`src/rtl/imem_loader.sv`:
```
// -----------------------------------------------------------------------------
// imem_loader
//
// Loads a program image into the writable instruction memory from a byte
// stream. A frame is a 2-byte little-endian word count N followed by N words,
// each sent least-significant byte first. Words are written to consecutive
// word addresses starting at 0. The CPU is held while a frame is in progress.
// A frame ends with a one-cycle done pulse, or with a one-cycle err pulse on a
// bad length or an idle timeout.
//
// Ports
//   clk           rising-edge clock
//   reset         synchronous, active-low reset
//   rx_data       incoming byte
//   rx_valid      rx_data is valid
//   rx_ready      loader can take a byte (transfer = rx_valid && rx_ready)
//   imem_we       one-cycle write strobe per assembled word
//   imem_addr     word-aligned byte address of the write
//   imem_wdata    assembled word
//   cpu_hold      high while a frame is being loaded
//   done          one-cycle pulse when a frame completes
//   err           one-cycle pulse when a frame is aborted
//   words_loaded  word count of the most recent successful load
// -----------------------------------------------------------------------------
module imem_loader #(
   parameter int DEPTH   = 256,
   parameter int TIMEOUT = 1000000
) (
   input  logic        clk,
   input  logic        reset,
   input  logic [7:0]  rx_data,
   input  logic        rx_valid,
   output logic        rx_ready,
   output logic        imem_we,
   output logic [31:0] imem_addr,
   output logic [31:0] imem_wdata,
   output logic        cpu_hold,
   output logic        done,
   output logic        err,
   output logic [8:0]  words_loaded
);

   localparam int IW = $clog2(TIMEOUT);
   // The abort fires on the edge where the idle count would reach TIMEOUT-1,
   // so err appears TIMEOUT cycles after the last accepted byte.
   localparam logic [IW-1:0] idle_last = IW'(TIMEOUT - 2);
   localparam logic [16:0]   depth_max = 17'(DEPTH);

   typedef enum logic [2:0] {
      s_len0,
      s_len1,
      s_data,
      s_done,
      s_err
   } state_t;

   state_t         state_reg, state_next;
   logic [7:0]     len_lo_reg, len_lo_next;
   logic [15:0]    n_reg, n_next;
   logic [8:0]     w_reg, w_next;
   logic [1:0]     b_reg, b_next;
   logic [31:0]    word_reg, word_next;
   logic [IW-1:0]  idle_reg, idle_next;
   logic           we_reg, we_next;
   logic [31:0]    addr_reg, addr_next;
   logic [31:0]    wdata_reg, wdata_next;
   logic           hold_reg, hold_next;
   logic           done_reg, done_next;
   logic           err_reg, err_next;
   logic [8:0]     loaded_reg, loaded_next;

   logic           xfer;
   logic [31:0]    shifted;
   logic [15:0]    len_in;

   assign rx_ready = reset && (state_reg == s_len0 || state_reg == s_len1 ||
                               state_reg == s_data);
   assign xfer     = rx_valid && rx_ready;
   assign len_in   = {rx_data, len_lo_reg};

   // Bytes enter at the top and move down one lane per accepted byte, so
   // after four bytes the word reads {b3,b2,b1,b0}.
   genvar gi;
   generate
      for (gi = 0; gi < 3; gi++) begin : g_lane
         assign shifted[8*gi +: 8] = word_reg[8*gi+8 +: 8];
      end
   endgenerate
   assign shifted[31:24] = rx_data;

   always_comb begin
      state_next  = state_reg;
      len_lo_next = len_lo_reg;
      n_next      = n_reg;
      w_next      = w_reg;
      b_next      = b_reg;
      word_next   = word_reg;
      idle_next   = idle_reg;
      we_next     = 1'b0;
      addr_next   = addr_reg;
      wdata_next  = wdata_reg;
      hold_next   = hold_reg;
      done_next   = 1'b0;
      err_next    = 1'b0;
      loaded_next = loaded_reg;

      unique case (state_reg)
         s_len0: begin
            if (xfer) begin
               len_lo_next = rx_data;
               hold_next   = 1'b1;
               idle_next   = '0;
               state_next  = s_len1;
            end
         end
         s_len1: begin
            if (xfer) begin
               n_next = len_in;
               if (len_in != 16'd0 && {1'b0, len_in} <= depth_max) begin
                  w_next     = '0;
                  b_next     = '0;
                  idle_next  = '0;
                  state_next = s_data;
               end else begin
                  err_next   = 1'b1;
                  state_next = s_err;
               end
            end else if (idle_reg == idle_last) begin
               err_next   = 1'b1;
               state_next = s_err;
            end else begin
               idle_next = idle_reg + IW'(1);
            end
         end
         s_data: begin
            if (xfer) begin
               word_next = shifted;
               idle_next = '0;
               b_next    = b_reg + 2'd1;
               if (b_reg == 2'd3) begin
                  we_next    = 1'b1;
                  addr_next  = {21'd0, w_reg, 2'b00};
                  wdata_next = shifted;
                  w_next     = w_reg + 9'd1;
                  if ({7'd0, w_reg} == n_reg - 16'd1) begin
                     done_next   = 1'b1;
                     loaded_next = n_reg[8:0];
                     state_next  = s_done;
                  end
               end
            end else if (idle_reg == idle_last) begin
               // Any partially assembled word is simply dropped.
               err_next   = 1'b1;
               state_next = s_err;
            end else begin
               idle_next = idle_reg + IW'(1);
            end
         end
         s_done, s_err: begin
            hold_next  = 1'b0;
            state_next = s_len0;
         end
         default: begin
            state_next = s_len0;
         end
      endcase
   end

   always_ff @(posedge clk) begin
      if (!reset) begin
         state_reg  <= s_len0;
         len_lo_reg <= '0;
         n_reg      <= '0;
         w_reg      <= '0;
         b_reg      <= '0;
         word_reg   <= '0;
         idle_reg   <= '0;
         we_reg     <= 1'b0;
         addr_reg   <= '0;
         wdata_reg  <= '0;
         hold_reg   <= 1'b0;
         done_reg   <= 1'b0;
         err_reg    <= 1'b0;
         loaded_reg <= '0;
      end else begin
         state_reg  <= state_next;
         len_lo_reg <= len_lo_next;
         n_reg      <= n_next;
         w_reg      <= w_next;
         b_reg      <= b_next;
         word_reg   <= word_next;
         idle_reg   <= idle_next;
         we_reg     <= we_next;
         addr_reg   <= addr_next;
         wdata_reg  <= wdata_next;
         hold_reg   <= hold_next;
         done_reg   <= done_next;
         err_reg    <= err_next;
         loaded_reg <= loaded_next;
      end
   end

   assign imem_we      = we_reg;
   assign imem_addr    = addr_reg;
   assign imem_wdata   = wdata_reg;
   assign cpu_hold     = hold_reg;
   assign done         = done_reg;
   assign err          = err_reg;
   assign words_loaded = loaded_reg;

endmodule

```
`config.mk`:
```
export PLATFORM = sky130hd
export DESIGN_NAME = imem_loader
export DESIGN_NICKNAME = d
export VERILOG_FILES = /design/src/rtl/imem_loader.sv
export SDC_FILE = /design/constraint.sdc
export NUM_CORES = 1
export LEC_CHECK = 0
export BUFFER_PORTS_ARGS = -buffer_cell sky130_fd_sc_hd__buf_2
export CAP_MARGIN = 15
export CELL_PAD_IN_SITES_DETAIL_PLACEMENT = 0
export CELL_PAD_IN_SITES_GLOBAL_PLACEMENT = 1
export CORE_MARGIN = 1.5
export CORE_UTILIZATION = 35
export CTS_BUF_LIST = sky130_fd_sc_hd__clkbuf_16
export CTS_CLUSTER_SIZE = 30
export DETAILED_ROUTE_END_ITERATION = 6
export PLACE_DENSITY = 0.77
export SLEW_MARGIN = 10
export SYNTH_ARGS = -nofsm -noshare
export SYNTH_HDL_FRONTEND = slang
export SYNTH_SLANG_ARGS = --single-unit
```
`constraint.sdc`:
```
create_clock -name clk -period 3.4 [get_ports clk]
set_clock_uncertainty 0.1 [all_clocks]
set_input_delay 0.34 -clock clk [delete_from_list [all_inputs] [get_ports clk]]
set_output_delay 0.34 -clock clk [all_outputs]
set_load 0.02 [all_outputs]
```
=== Word level (Yosys, flattened, before mapping) ===
Index checks and enable logic that the tools add are counted.

* Register bits after elaboration: 144
* Bits of input ports: 11
* Output and inout bits: 78
* Word-level logic and storage cells: 89

* Add/sub/neg operators: 4
* $lt $le $gt $ge: 1
* Equal/unequal tests: 15
* Muxes and demuxes: 32
* Reduce and logical (&&, ||, !) cells: 23

{| class="wikitable"
|+ Operators by type and width
! cell !! number
|-
| $mux 20 || 5
|-
| $pmux 20 s3 || 1
|-
| $mux 9 || 4
|-
| $mux 3 || 7
|-
| $add 20x1->20 const B || 1
|-
| $eq 20x20->1 const B || 1
|-
| $pmux 9 s2 || 1
|-
| $eq 9x16->1 || 1
|-
| $le 16x9->1 const B || 1
|-
| $reduce_bool 16->1 || 1
|-
| $sub 16x1->16 const B || 1
|-
| $reduce_and 3->1 || 4
|-
| $reduce_and 4->1 || 3
|-
| $add 9x1->9 const B || 1
|-
| $ne 3x2->1 const B || 3
|-
| $pmux 3 s3 || 1
|-
| $reduce_and 2->1 || 4
|-
| $mux 1 || 7
|-
| $eq 3x2->1 const B || 2
|-
| $mux 2 || 3
|-
| $ne 2x2->1 const B || 3
|-
| $reduce_and 5->1 || 1
|-
| $ne 2x1->1 const B || 2
|-
| $pmux 1 s2 || 2
|-
| other kinds (11) || 15
|}

=== Depth between registers and ports, before layout ===
* Word-level depth: 7
* Depth in mapped cells: 11
* Gate-level depth less buffers: 8

=== Worst setup path after synthesis ===
Ideal clock, no wire load.

* Path kind: reg-to-reg
* Start: register n_reg[0]
* End: register loaded_reg[0], in the netlist words_loaded[0]
* Library setup time: 0.122 ns
* Arrival: 2.365 ns
* Required time: 3.178 ns
* Setup slack: 0.812 ns
* Stages on the path, launching flop included: 12
* Buffers on the path: 3
* Period minus slack after synthesis: 2.588 ns
* Path through: dfxtp_1 -> clkbuf_1 -> inv_1 -> ha_1 -> buf_2 -> or4b_2 -> o31ai_1 -> o31ai_1 -> nor4_1 -> buf_2 -> a31o_2 -> a21boi_0

* Cells in the longest elaborated chain, start to end: 3

{| class="wikitable"
|+ Ends and longest elaborated chain
! what !! line !! source
|-
| start, declared || 59 || <nowiki>logic [15:0] n_reg, n_next;</nowiki>
|-
| start signal, assigned || 188 || <nowiki>n_reg <= n_next;</nowiki>
|-
| $sub 16x1->16 || 145 || <nowiki>if ({7'd0, w_reg} == n_reg - 16'd1) begin</nowiki>
|-
| $eq 9x16->1 || 145 ||
|-
| $reduce_and 4->1 (no source line) || -- ||
|-
| end signal, assigned || 199 || <nowiki>loaded_reg <= loaded_next;</nowiki>
|-
| end, declared || 70 || <nowiki>logic [8:0] loaded_reg, loaded_next;</nowiki>
|}

Several ways; a longest one is shown, not always the timed one.
A chain may end at the register's enable or synchronous reset.

=== Worst setup path after layout ===
* Start: register n_reg[0]
* End: register loaded_reg[7], in the netlist words_loaded[7]

* Cells in the longest elaborated chain, start to end: 3

{| class="wikitable"
|+ Ends and longest elaborated chain
! what !! line
|-
| $sub 16x1->16 || 145
|-
| $eq 9x16->1 || 145
|-
| $reduce_and 4->1 (no source line) || --
|}

Every way passes these cells.

==> results.yml <==
layout:
  final_cell_mix: "nand2_1 (175), dfxtp_1 (136), a21boi_0 (91)"
  nets: 824
  antenna_cells: 0
  final_common_cell: "nand2_1"
  drive_gt1_frac: 0.172
  fin_area_um2: 7420
  area_delta_synth_final_pct: 15.6
  largest_reg_flops: 32
sta:
  rsz0062_at_grt: "no"
  tns_ps: 0
  timing.fmax_mhz: 345
  slew_viol_final: 0
  fin_crit_ps: 2900
  worst_pin_slew_ps: 950
  relSlewSlack: 0.360
  setup_violations: 0
  fin_hold_ws_ps: 129
  hold_viol: 0
  finalCritPeriodShare: 0.852
synth:
  synth-simple-area-share: 0.232
  ys_seq_elements: 136
  synth_compound_gate_area_share: 0.207
  synthTopCellsByArea: "dfxtp_1 (42%), a21boi_0 (11%), nand2_1 (10%), buf_4 (2.9%), clkbuf_1 (2.5%)"
  synth.distinct_cells: 69
  postSynthCellCount: 765
  ys_seq_area_frac: 0.424
  synth_ff_type: "dfxtp_1"
  synth_top_area_cell: "dfxtp_1"
  synth-adder-area-share: 0.00975
  yosysTopAreaCellShare: 0.424
  synth_edf_count: 0
  netlist_area_um2: 6420
  synthXorXnorAreaFrac: 0.0382
  synth_top_family_by_area: "simple AND/OR/NAND/NOR gates"
  muxShareOfSynthArea: 0.0140
  yosysWarnings: 0
  ys_async_sr_fraction: 0
  syn_area_per_cell_um2: 8.39
placement:
  routabilityCongestion: 0.820
  hpwl_um: 10200
  io_buffers: 65
  post_dp_cell_area_um2: 6850
clock_tree:
  numClockSinks: 136
  tritoncts: "built"
  cts.hold.buffers_added: 0
  clk_pin_slew_ps: 60
  worstSkewPairLatency_ps: 430
  cts_buffer_depth: 2
  cts_buffers: 17
  cts_resized: 0
  postCtsSetupRepairBufs: 0
  h-tree-depth: 4
  root_buffer: "clkbuf_16"
die:
  start_util: 0.357
  core.rowCount: 49
  die-area_um2: 19200
  dieWidth_um: 138
  die_h_um: 138
  core_um2: 18000
  ios: 89
drt:
  drc_errors: 0
  vias: 5292
  drt_pre_antenna_iters: 4
  wl_per_cell_um: 14.6
  drt_iter0_drc: 256
  ant_nets: 0
  via_per_inst: 5.04
  drt_wl_total_um: 15400
worst_setup_path:
  arrival_ps: 3140
  crit_path_start_kind: "register"
  cp_top_family: "simple AND/OR/NAND/NOR gates"
  cp-end-kind: "register"
  cp_num_buf_inv: 3
  critPathKind: "register to register"
  crit_chain: "inv_1, ha_1, nor4b_2, buf_4, xnor2_1, a41oi_1, nor3_2, buf_4, nand4_1, a21boi_0"
  critPathSlowestCell: "dfxtp_1"
  cpMostUsedCell: "buf_4"
  cp.required_ps: 3640
  cp_slowest_stage_delay_ps: 520
  crit_fanout: 12
pwr:
  seq_power_share: 0.452
  p_sw_uw: 906
  clkPwrFrac: 0.495
  power_density_nw_per_um2: 485
  p_comb_frac: 0.053
  vdd_drop_max_uv: 375
  sw_frac_of_total: 0.252
  leakage_nw: 2.64
  intPower_mw: 2.69
run:
  maxCapViolations: 0
grt:
  track_usage: 0.162
  grt_max_degree: 109
  grt_pass1_wl_um: 25300
  grt_pass1_vias: 4827
  grt-ovfl-total: 0
  antenna_found_initial: 0
outcome:
  outcome: "finished clean"
worst_hold_path:
  hold_path_class: "primary input to register"
-- tightest hold or removal path: cells and delay by family --
family / cells / cell delay, ps
compound gates: 1 / 60
buf+inv: 1 / 140
simple gates: 1 / 60
-- synthesized netlist by cell type, types with 9 or more instances --
cell type and instances:
a21boi_0 91, a21oi_1 16, a31o_2 9, buf_4 25
clkbuf_1 42, dfxtp_1 136, inv_1 18, mux2i_1 9
nand2_1 175, nand3_1 16, nand4_1 15, nor2_1 28
nor2b_1 12, nor3_1 11, o21ai_0 10, o31ai_1 9
or4_1 11, xnor2_1 14, xor2_1 14
-- worst paths after layout --
kind                            slack (ps)               to      startpoint  depth (start not counted)
worst max-delay path                   500  words_loaded[7]        n_reg[0]                         10
worst min-delay path                   130   imem_wdata[30]      rx_data[6]                          3
worst max register to register         500  words_loaded[7]        n_reg[0]                         10
worst min register to register         360   imem_wdata[29]  imem_wdata[29]                          2
-- layer usage --
metal	vias to the layer above	part of all wire	track usage
li1	2695	-	-
met1	2494	0.51	0.228
met2	88	0.44	0.242
met3	15	0.037	0.0464
met4	0	0.010	0.0465
met5	-	0	0
-- metrics by stage --
stage,power (mW),utilization,worst slack [ps],std cells
floorplan,1.82,-,812,787
CTS,3.63,0.413,510,1050
global placement,1.85,0.381,544,1018
finish,3.60,0.413,502,1050
global route,3.72,0.413,249,1050
detailed placement,1.85,0.381,544,1018
-- logic make-up after synthesis --
kind of cell	count (synthesis)
multiplexers	9
other	1
AND/OR/NAND/NOR	311
AO/OA/AOI/OAI	178
buffers and inverters	97
XOR/XNOR	28
flip-flops	136
adder cells (fa/ha/maj)	5
-- power groups by stage --
stage	logic (mW)	clock network (mW)	registers [mW]
after CTS	0.191	1.82	1.63
after floorplan	0.163	0	1.65
after detailed placement	0.190	0	1.66
after global routing	0.211	1.88	1.63
final	0.191	1.78	1.63
after global placement	0.190	0	1.66
-- layout make-up --
class                      instances  area, um^2
clock buffer                      17         425
clock inverter                    15         144
tap                              229         287
multi-input combinational        554        3320
sequential                       136        2720
timing repair buffer              80         450
fill                            1834       10500
inverter                          19        71.3
Note: power is estimated with default switching activity, not from simulation.
